`config.mk`:
```
export PLATFORM = sky130hd
export DESIGN_NAME = change_dispenser
export DESIGN_NICKNAME = d
export VERILOG_FILES = /design/src/rtl/change_dispenser.sv
export SDC_FILE = /design/constraint.sdc
export NUM_CORES = 1
export LEC_CHECK = 0
export BUFFER_PORTS_ARGS = -buffer_cell sky130_fd_sc_hd__buf_4
export CORE_ASPECT_RATIO = 0.5
export CORE_UTILIZATION = 50
export DETAILED_ROUTE_END_ITERATION = 10
export PLACE_DENSITY = 0.79
export RECOVER_POWER = 100
export SETUP_SLACK_MARGIN = 0.3
export SLEW_MARGIN = 20
export SYNTH_ARGS = -nofsm -noshare
export SYNTH_HDL_FRONTEND = slang
export SYNTH_SLANG_ARGS = --single-unit
```
`constraint.sdc`:
```
create_clock -name clk -period 7 [get_ports clk]
set_input_delay 0.35 -clock clk [delete_from_list [all_inputs] [get_ports clk]]
set_output_delay 0.35 -clock clk [all_outputs]
set_load 0.01 [all_outputs]
```
`src/rtl/change_dispenser.sv`:
```
// change_dispenser: greedy coin ejector (largest coin first) plus a product motor
// pulse driver with a one-entry pending slot.
`default_nettype none

module change_dispenser #(
  parameter int         COIN_GAP  = 1,
  parameter int         MOTOR_CYC = 4,
  parameter logic [7:0] V0        = 8'd50,
  parameter logic [7:0] V1        = 8'd10,
  parameter logic [7:0] V2        = 8'd5,
  parameter logic [7:0] V3        = 8'd1
) (
  input  logic        clk,
  input  logic        rst,
  input  logic [7:0]  MO,
  input  logic [1:0]  PO,
  output logic [1:0]  coin_type,
  output logic        coin_vld,
  output logic [2:0]  motor,
  output logic        busy,
  output logic        ovf,
  output logic [15:0] paid_total
);

  typedef enum logic [1:0] {
    IDLE = 2'd0,
    EMIT = 2'd1,
    GAP  = 2'd2
  } state_t;

  localparam logic [3:0] GAP_LOAD   = 4'((COIN_GAP > 0) ? COIN_GAP - 1 : 0);
  localparam logic [3:0] MOTOR_LOAD = 4'(MOTOR_CYC);

  state_t      state, state_nx;
  logic [7:0]  rem, rem_nx;
  logic [3:0]  gap_cnt, gap_cnt_nx;
  logic [1:0]  coin_type_nx;
  logic        coin_vld_nx;
  logic [15:0] paid_nx;
  logic        ovf_nx;
  logic        busy_nx;
  logic [2:0]  motor_nx;
  logic [3:0]  mcnt, mcnt_nx;
  logic        pend_vld, pend_vld_nx;
  logic [1:0]  pend_po, pend_po_nx;

  logic [1:0]  sel_type;
  logic [7:0]  sel_val;
  logic [8:0]  sum;
  logic [7:0]  sat;

  function automatic logic [2:0] onehot(input logic [1:0] p);
    case (p)
      2'd1:    onehot = 3'b001;
      2'd2:    onehot = 3'b010;
      2'd3:    onehot = 3'b100;
      default: onehot = 3'b000;
    endcase
  endfunction

  always_comb begin
    sel_type = 2'd3;
    sel_val  = V3;
    if (rem >= V0) begin
      sel_type = 2'd0;
      sel_val  = V0;
    end else if (rem >= V1) begin
      sel_type = 2'd1;
      sel_val  = V1;
    end else if (rem >= V2) begin
      sel_type = 2'd2;
      sel_val  = V2;
    end
  end

  // New change is added and clamped before the current coin is subtracted.
  assign sum = {1'b0, rem} + {1'b0, MO};
  assign sat = sum[8] ? 8'hFF : sum[7:0];

  always_comb begin
    state_nx     = state;
    rem_nx       = rem;
    gap_cnt_nx   = gap_cnt;
    coin_type_nx = coin_type;
    coin_vld_nx  = 1'b0;
    paid_nx      = paid_total;
    ovf_nx       = ovf | sum[8];
    motor_nx     = motor;
    mcnt_nx      = mcnt;
    pend_vld_nx  = pend_vld;
    pend_po_nx   = pend_po;

    case (state)
      IDLE: begin
        rem_nx = sat;
        if (MO != 8'd0) state_nx = EMIT;
      end
      EMIT: begin
        rem_nx       = sat - sel_val;
        coin_type_nx = sel_type;
        coin_vld_nx  = 1'b1;
        paid_nx      = paid_total + {8'd0, sel_val};
        if (rem_nx == 8'd0) begin
          state_nx = IDLE;
        end else if (COIN_GAP > 0) begin
          state_nx   = GAP;
          gap_cnt_nx = GAP_LOAD;
        end else begin
          state_nx = EMIT;
        end
      end
      GAP: begin
        rem_nx = sat;
        if (gap_cnt == 4'd0) state_nx = EMIT;
        else gap_cnt_nx = gap_cnt - 4'd1;
      end
      default: state_nx = IDLE;
    endcase

    if (motor == 3'b000) begin
      if (PO != 2'd0) begin
        motor_nx = onehot(PO);
        mcnt_nx  = MOTOR_LOAD;
      end
    end else begin
      mcnt_nx = mcnt - 4'd1;
      if (mcnt == 4'd1) begin
        // Pulse ends: hand over to the pending item (or a fresh request) with no gap.
        if (pend_vld) begin
          motor_nx    = onehot(pend_po);
          mcnt_nx     = MOTOR_LOAD;
          pend_vld_nx = (PO != 2'd0);
          pend_po_nx  = PO;
        end else if (PO != 2'd0) begin
          motor_nx = onehot(PO);
          mcnt_nx  = MOTOR_LOAD;
        end else begin
          motor_nx = 3'b000;
        end
      end else if (PO != 2'd0) begin
        if (!pend_vld) begin
          pend_vld_nx = 1'b1;
          pend_po_nx  = PO;
        end else begin
          ovf_nx = 1'b1;
        end
      end
    end

    busy_nx = (state_nx != IDLE) | (motor_nx != 3'b000) | pend_vld_nx;
  end

  always_ff @(posedge clk or posedge rst) begin
    if (rst) begin
      state      <= IDLE;
      rem        <= 8'd0;
      gap_cnt    <= 4'd0;
      coin_type  <= 2'd0;
      coin_vld   <= 1'b0;
      paid_total <= 16'd0;
      ovf        <= 1'b0;
      busy       <= 1'b0;
      motor      <= 3'b000;
      mcnt       <= 4'd0;
      pend_vld   <= 1'b0;
      pend_po    <= 2'd0;
    end else begin
      state      <= state_nx;
      rem        <= rem_nx;
      gap_cnt    <= gap_cnt_nx;
      coin_type  <= coin_type_nx;
      coin_vld   <= coin_vld_nx;
      paid_total <= paid_nx;
      ovf        <= ovf_nx;
      busy       <= busy_nx;
      motor      <= motor_nx;
      mcnt       <= mcnt_nx;
      pend_vld   <= pend_vld_nx;
      pend_po    <= pend_po_nx;
    end
  end

endmodule

`default_nettype wire
```
---- Yosys cells after proc, flatten, opt, wreduce, memory -nomap -nowiden ----
Index checks and enable logic that the tools add are counted.
cells by class
  $add $sub $neg .......................... 5
  magnitude comparators ................... 3
  eq/ne operators ......................... 14
  multiplexer cells ....................... 40
  bitwise gates (word level) .............. 4
  reduce and logical (&&, ||, !) cells .... 14
operator list
  cell                                                                    number
  4-bit two-way mux                                                       8
  2-bit two-way mux                                                       9
  3-bit two-way mux                                                       6
  3-bit case mux with 3 select lines                                      2
  16-bit by 8-bit adder with 16-bit output                                1
  8-bit case mux with 2 select lines                                      1
  2-bit equality test (second input constant)                             5
  1-bit two-way mux                                                       10
  2-bit nonzero test                                                      5
  8-bit by 8-bit adder with 9-bit output                                  1
  8-bit by 3-bit >= comparator with 1-bit output (second input constant)  1
  8-bit by 4-bit >= comparator with 1-bit output (second input constant)  1
  8-bit by 6-bit >= comparator with 1-bit output (second input constant)  1
  8-bit logical NOT                                                       1
  8-bit two-way mux                                                       1
  4-bit case mux with 2 select lines                                      1
  8-bit nonzero test                                                      1
  4-bit by 1-bit subtractor with 4-bit output (second input constant)     2
  8-bit subtractor                                                        1
  2-bit by 1-bit equality test with 1-bit output (second input constant)  3
  6-bit two-way mux                                                       1
  2-bit inequality test (second input constant)                           3
  2-bit case mux with 3 select lines                                      1
  4-bit by 1-bit equality test with 1-bit output (second input constant)  1
  other kinds (10)                                                        13
storage, ports and cells
  register bits after elaboration ......... 45
  input bits .............................. 12
  output and inout bits ................... 24
  word-level logic and storage cells ...... 92

---- Depth between registers and ports, before layout ----
  depth in word-level cells ............... 11
  depth in mapped cells ................... 16
  mapped depth without buffers ............ 16

---- Worst setup path after synthesis ----
No wires, ideal clock.
  path kind ............................... reg-to-reg
  from .................................... reg rem[0]
  to ...................................... reg state[1]
  library setup time ...................... 0.124 ns
  data arrival time ....................... 3.879 ns
  slack ................................... 2.997 ns
  stages on the path, launching flop included .. 13
  path buffers ............................ 0
  clock period less this slack ............ 4.003 ns
  path through ............................ dfrtp_1 > ha_1 > fa_1 > a211o_1 > a211oi_4 > nor2_1 > or2_2 > fa_1 > maj3_2 > o311a_1 > nor4_2 > a41oi_2 > or2_1
between the ends
  longest elaborated chain between the ends .. 8
  elaborated cells on any way between the ends .. 12
  classes of those cells .................. add/sub: 2; order compare: 3; mux: 6; reduce/logical: 1
ends and longest elaborated chain
  element                                         RTL line  text
  start, declared                                 35        logic [7:0] rem, rem_nx;
  start signal, assigned                          169       rem <= rem_nx;
  8-bit by 3-bit >= comparator with 1-bit output  70        end else if (rem >= V2) begin
  3-bit two-way mux                               70
  4-bit two-way mux                               67        end else if (rem >= V1) begin
  6-bit two-way mux                               64        if (rem >= V0) begin
  8-bit subtractor *                              99        rem_nx = sat - sel_val;
  8-bit logical NOT *                             103       if (rem_nx == 8'd0) begin
  2-bit two-way mux *                             103
  2-bit case mux with 3 select lines *            93        case (state)
  net state_nx[1]                                 34        state_t state, state_nx;
  end signal, assigned                            168       state <= state_nx;
  end, declared                                   34
The timed path passes the listed nets; every way through them passes the cells marked *.
A chain may end at the register's enable or synchronous reset.

---- Worst setup path after layout ----
Same ends and word-level chain as after synthesis.

==> results.tsv <==
stage	metric	value	unit
outcome	status	complete, but fails checks	
outcome	failing checks	max-capacitance violations, max-slew violations	
place	pre-CTS setup slack	2.55	ns
synth	register area share after synthesis	36.6	%
synth	synthesized instance count	345	
synth	#FFs+latches synth	45	
clock_tree	Post-CTS Repair Setup Buffers	0	
synth	Netlist cell types	54	
synth	compound-cell area share of the yosys netlist	21.5	%
critical_path	CP arrival	5.09	ns
cells_and_area	Syn-to-layout area delta	12.3	%
synth	Yosys Warn Count	0	
floorplan	Die W	113	um
clock_tree	H-tree depth	2	
route	Vias	2694	
timing	Final WS setup	2.08	ns
floorplan	row cnt	19	
timing	Min Hold Slack	0.334	ns
place	hpwl dp	5280	um
cells_and_area	share of layout cells above drive strength 1	7.11	%
place	placer congestion estimate	0.882	
cells_and_area	nets	416	
synth	Synth Cell Area	0.00308	mm2
timing	max-slew violations	46	
timing	Least-Margin Pin Slew	2.36	ns
power	peak supply drop	0.219	mV
clock_tree	root buffer cell	clkbuf_16	
global_routing	initial antenna violation count	0	
clock_tree	Clock transition at path regs	0.06	ns
synth	synth cell count leaders	dfrtp_1, nand2_1, nor2_1	
power	leakage power	1.58	nW
global_routing	vias in the first global route	2557	
synth	Synth area leader	dfrtp_1	
route	vias per cell	5.95	
timing	# setup viols final	0	
global_routing	first-pass GRT wire length	11900	um
synth	largest family of logic cells by synthesized area	compound AO/OA/AOI/OAI gates	
synth	Yosys top cell area share	36.6	%
critical_path	Setup CP Type	flop to flop	
route	DRT met1 WL	3260	um
timing	setup tns final	0	ns
critical_path	Crit-path slowest cell	a211oi_1	
timing	minimum clock period	4.92	ns
synth	Post-synth ARST share	100	%
min_path	Hold Path Class	input pin to flop	
critical_path	worst stage delay on the critical path	0.82	ns
floorplan	initial core utilization	53.9	%
timing	RSZ-0062 raised after global routing	no	
clock_tree	clk_lat worst skew	0.29	ns
timing	Fin Clk Skew	0.00368	ns
critical_path	cell mode on critical path	fa_1	
floorplan	Ports	36	
route	drt pass-1 iters	5	
synth	Simple-Gate Fraction of Synth Area	17.7	%
route	met3 WL post-DR	451	um
synth	Post-synth EDFFs	0	
synth	syn_nets	382	
cells_and_area	n_diodes	0	
timing	relative slew slack	-57.4	%
synth	Synth Area in Adders	12.2	%
clock_tree	Num Clock Sinks	45	
critical_path	Max FO, Critical Path	8	
route	Top Metal Used	met4	
critical_path	CP startpoint kind	flop	
synth	ranking of synthesized cells by area	dfrtp_1, ha_1, nand2_1	
clock_tree	Num CTS Buffers	5	
timing	Max Clock Freq	0.203	GHz
power	power per cell area	461	mW/mm2
clock_tree	CTS tree	yes	
synth	Post-synth top flop	dfrtp_1	
global_routing	gr usage total	23.6	%
route	routed length per instance	15.7	um
route	Routed WL	7120	um
critical_path	Req. time, crit path	7.17	ns
timing	Fin. Hold Viols	0	
route	DR iter-0 viols	190	
critical_path	CP endpoint kind	flop	
synth	most frequent cell after synthesis	dfrtp_1	
synth	syn_area_per_cell	8.91	um2
route	Antenna Nets Post-Route	0	
global_routing	largest net degree at the start of global routing	46	
synth	mux contribution to synthesized area	0.976	%
floorplan	die area	0.00649	mm2
floorplan	height of the die	57.5	um
timing	post-route clock period utilization	70.3	%
global_routing	remaining global-route overflow	0	
route	met2 wire len	3290	um
place	port buffer count	35	
clock_tree	hold_buf cts	0	
critical_path	cells along the critical path	ha_1, fa_1, a211o_1, a211oi_1, nor2_1, or2_2, fa_1, maj3_1, o311a_1, nor4_1, a41oi_1, or2_1	
synth	Synth Area in XOR/XNOR	7.97	%
clock_tree	Max clock buf depth	2	
route	DRC violations left	0	
floorplan	CORE AREA	0.00571	mm2
run	Max Cap Viol	1	
clock_tree	PostCTS Resize Cnt	0	
## layout make-up
class / count / area [um2]
Fill cell: 499 / 2250
Multi-Input combinational cell: 275 / 1820
Sequential cell: 45 / 1130
Timing Repair Buffer: 36 / 176
Clock buffer: 6 / 139
Tap cell: 73 / 91.3
Inverter: 16 / 60.1
Clock inverter: 2 / 37.5
## stage by stage
stage,cell area [um2],power [mW],utilization [%],instances
CTS,3580,1.64,62.7,453
detailed placement,3400,1.35,59.6,445
global placement,3400,1.29,59.6,445
global route,3450,1.71,60.5,453
finish,3450,1.59,60.5,453
floorplan,3080,1.10,-,345
## state kept, by name, summed over array words and instances, names as in the netlist, 2 cells and up
signal / count
coin_type: 2
state: 2
pend_po: 2
paid_total: 16
mcnt: 4
motor: 3
rem: 8
gap_cnt: 4
## power breakdown
group          leakage, nW  internal [mW]  switching (mW)
registers            0.543          0.343          0.0971
logic                0.953          0.357           0.518
clock network       0.0831          0.178          0.0977
## cell usage in the layout, fill, tap and decap left out, types with 3 or more instances in the layout
cell        n
ha_1       22
o31ai_1     5
a31oi_1     4
nand2_1    43
clkbuf_1   25
inv_1      15
a21oi_1    22
fa_1        3
a21o_1      6
xnor2_1    14
o21a_1      7
or2_2       5
buf_4      10
nor4_1      5
nor2_1     33
nand2b_1    4
o211ai_1    4
a211oi_1    4
mux2i_1     3
maj3_1      4
xor2_1     14
dfrtp_1    45
nand3_1     7
and3_1      5
o22ai_1     4
o21ai_0    22
nor3_1      7
clkbuf_16   5
## path summary, 6_finish.rpt
check | start | end | slack, ns | cells after the start
max | rem[0] | state[1] | 2.08 | 12
min | PO[1] | pend_po[1] | 0.33 | 3
max reg2reg | rem[0] | state[1] | 2.08 | 12
min reg2reg | paid_total[15] | paid_total[15] | 0.46 | 1
max in group asynchronous | rst | rem[1] | 4.72 | 3
min in group asynchronous | rst | paid_total[13] | 0.93 | 3
## critical path, delay by kind of cell (launching register included)
family | cells | cell delay (ns)
compound gates | 4 | 1.74
flops | 1 | 0.40
fa+ha+maj | 4 | 1.59
simple gates | 4 | 1.07
## cells by family (layout without fill, tap and decap cells)
group	count (synthesis)	in the layout
DFF	45	45
AOI/OAI and AO/OA	97	97
and+or+nand+nor	118	118
buffers and inverters	25	60
xor gates and xnor gates	28	28
muxes	3	3
adders and majority gates	29	29
## per-layer routing
metal / vias to the layer above / global-route usage (%)
li1: 1308 / -
met5: - / 0
met1: 1262 / 30.7
met3: 16 / 5.42
met4: 0 / 6.39
met2: 108 / 40.1
No activity file was read; power rests on OpenSTA's default activity.
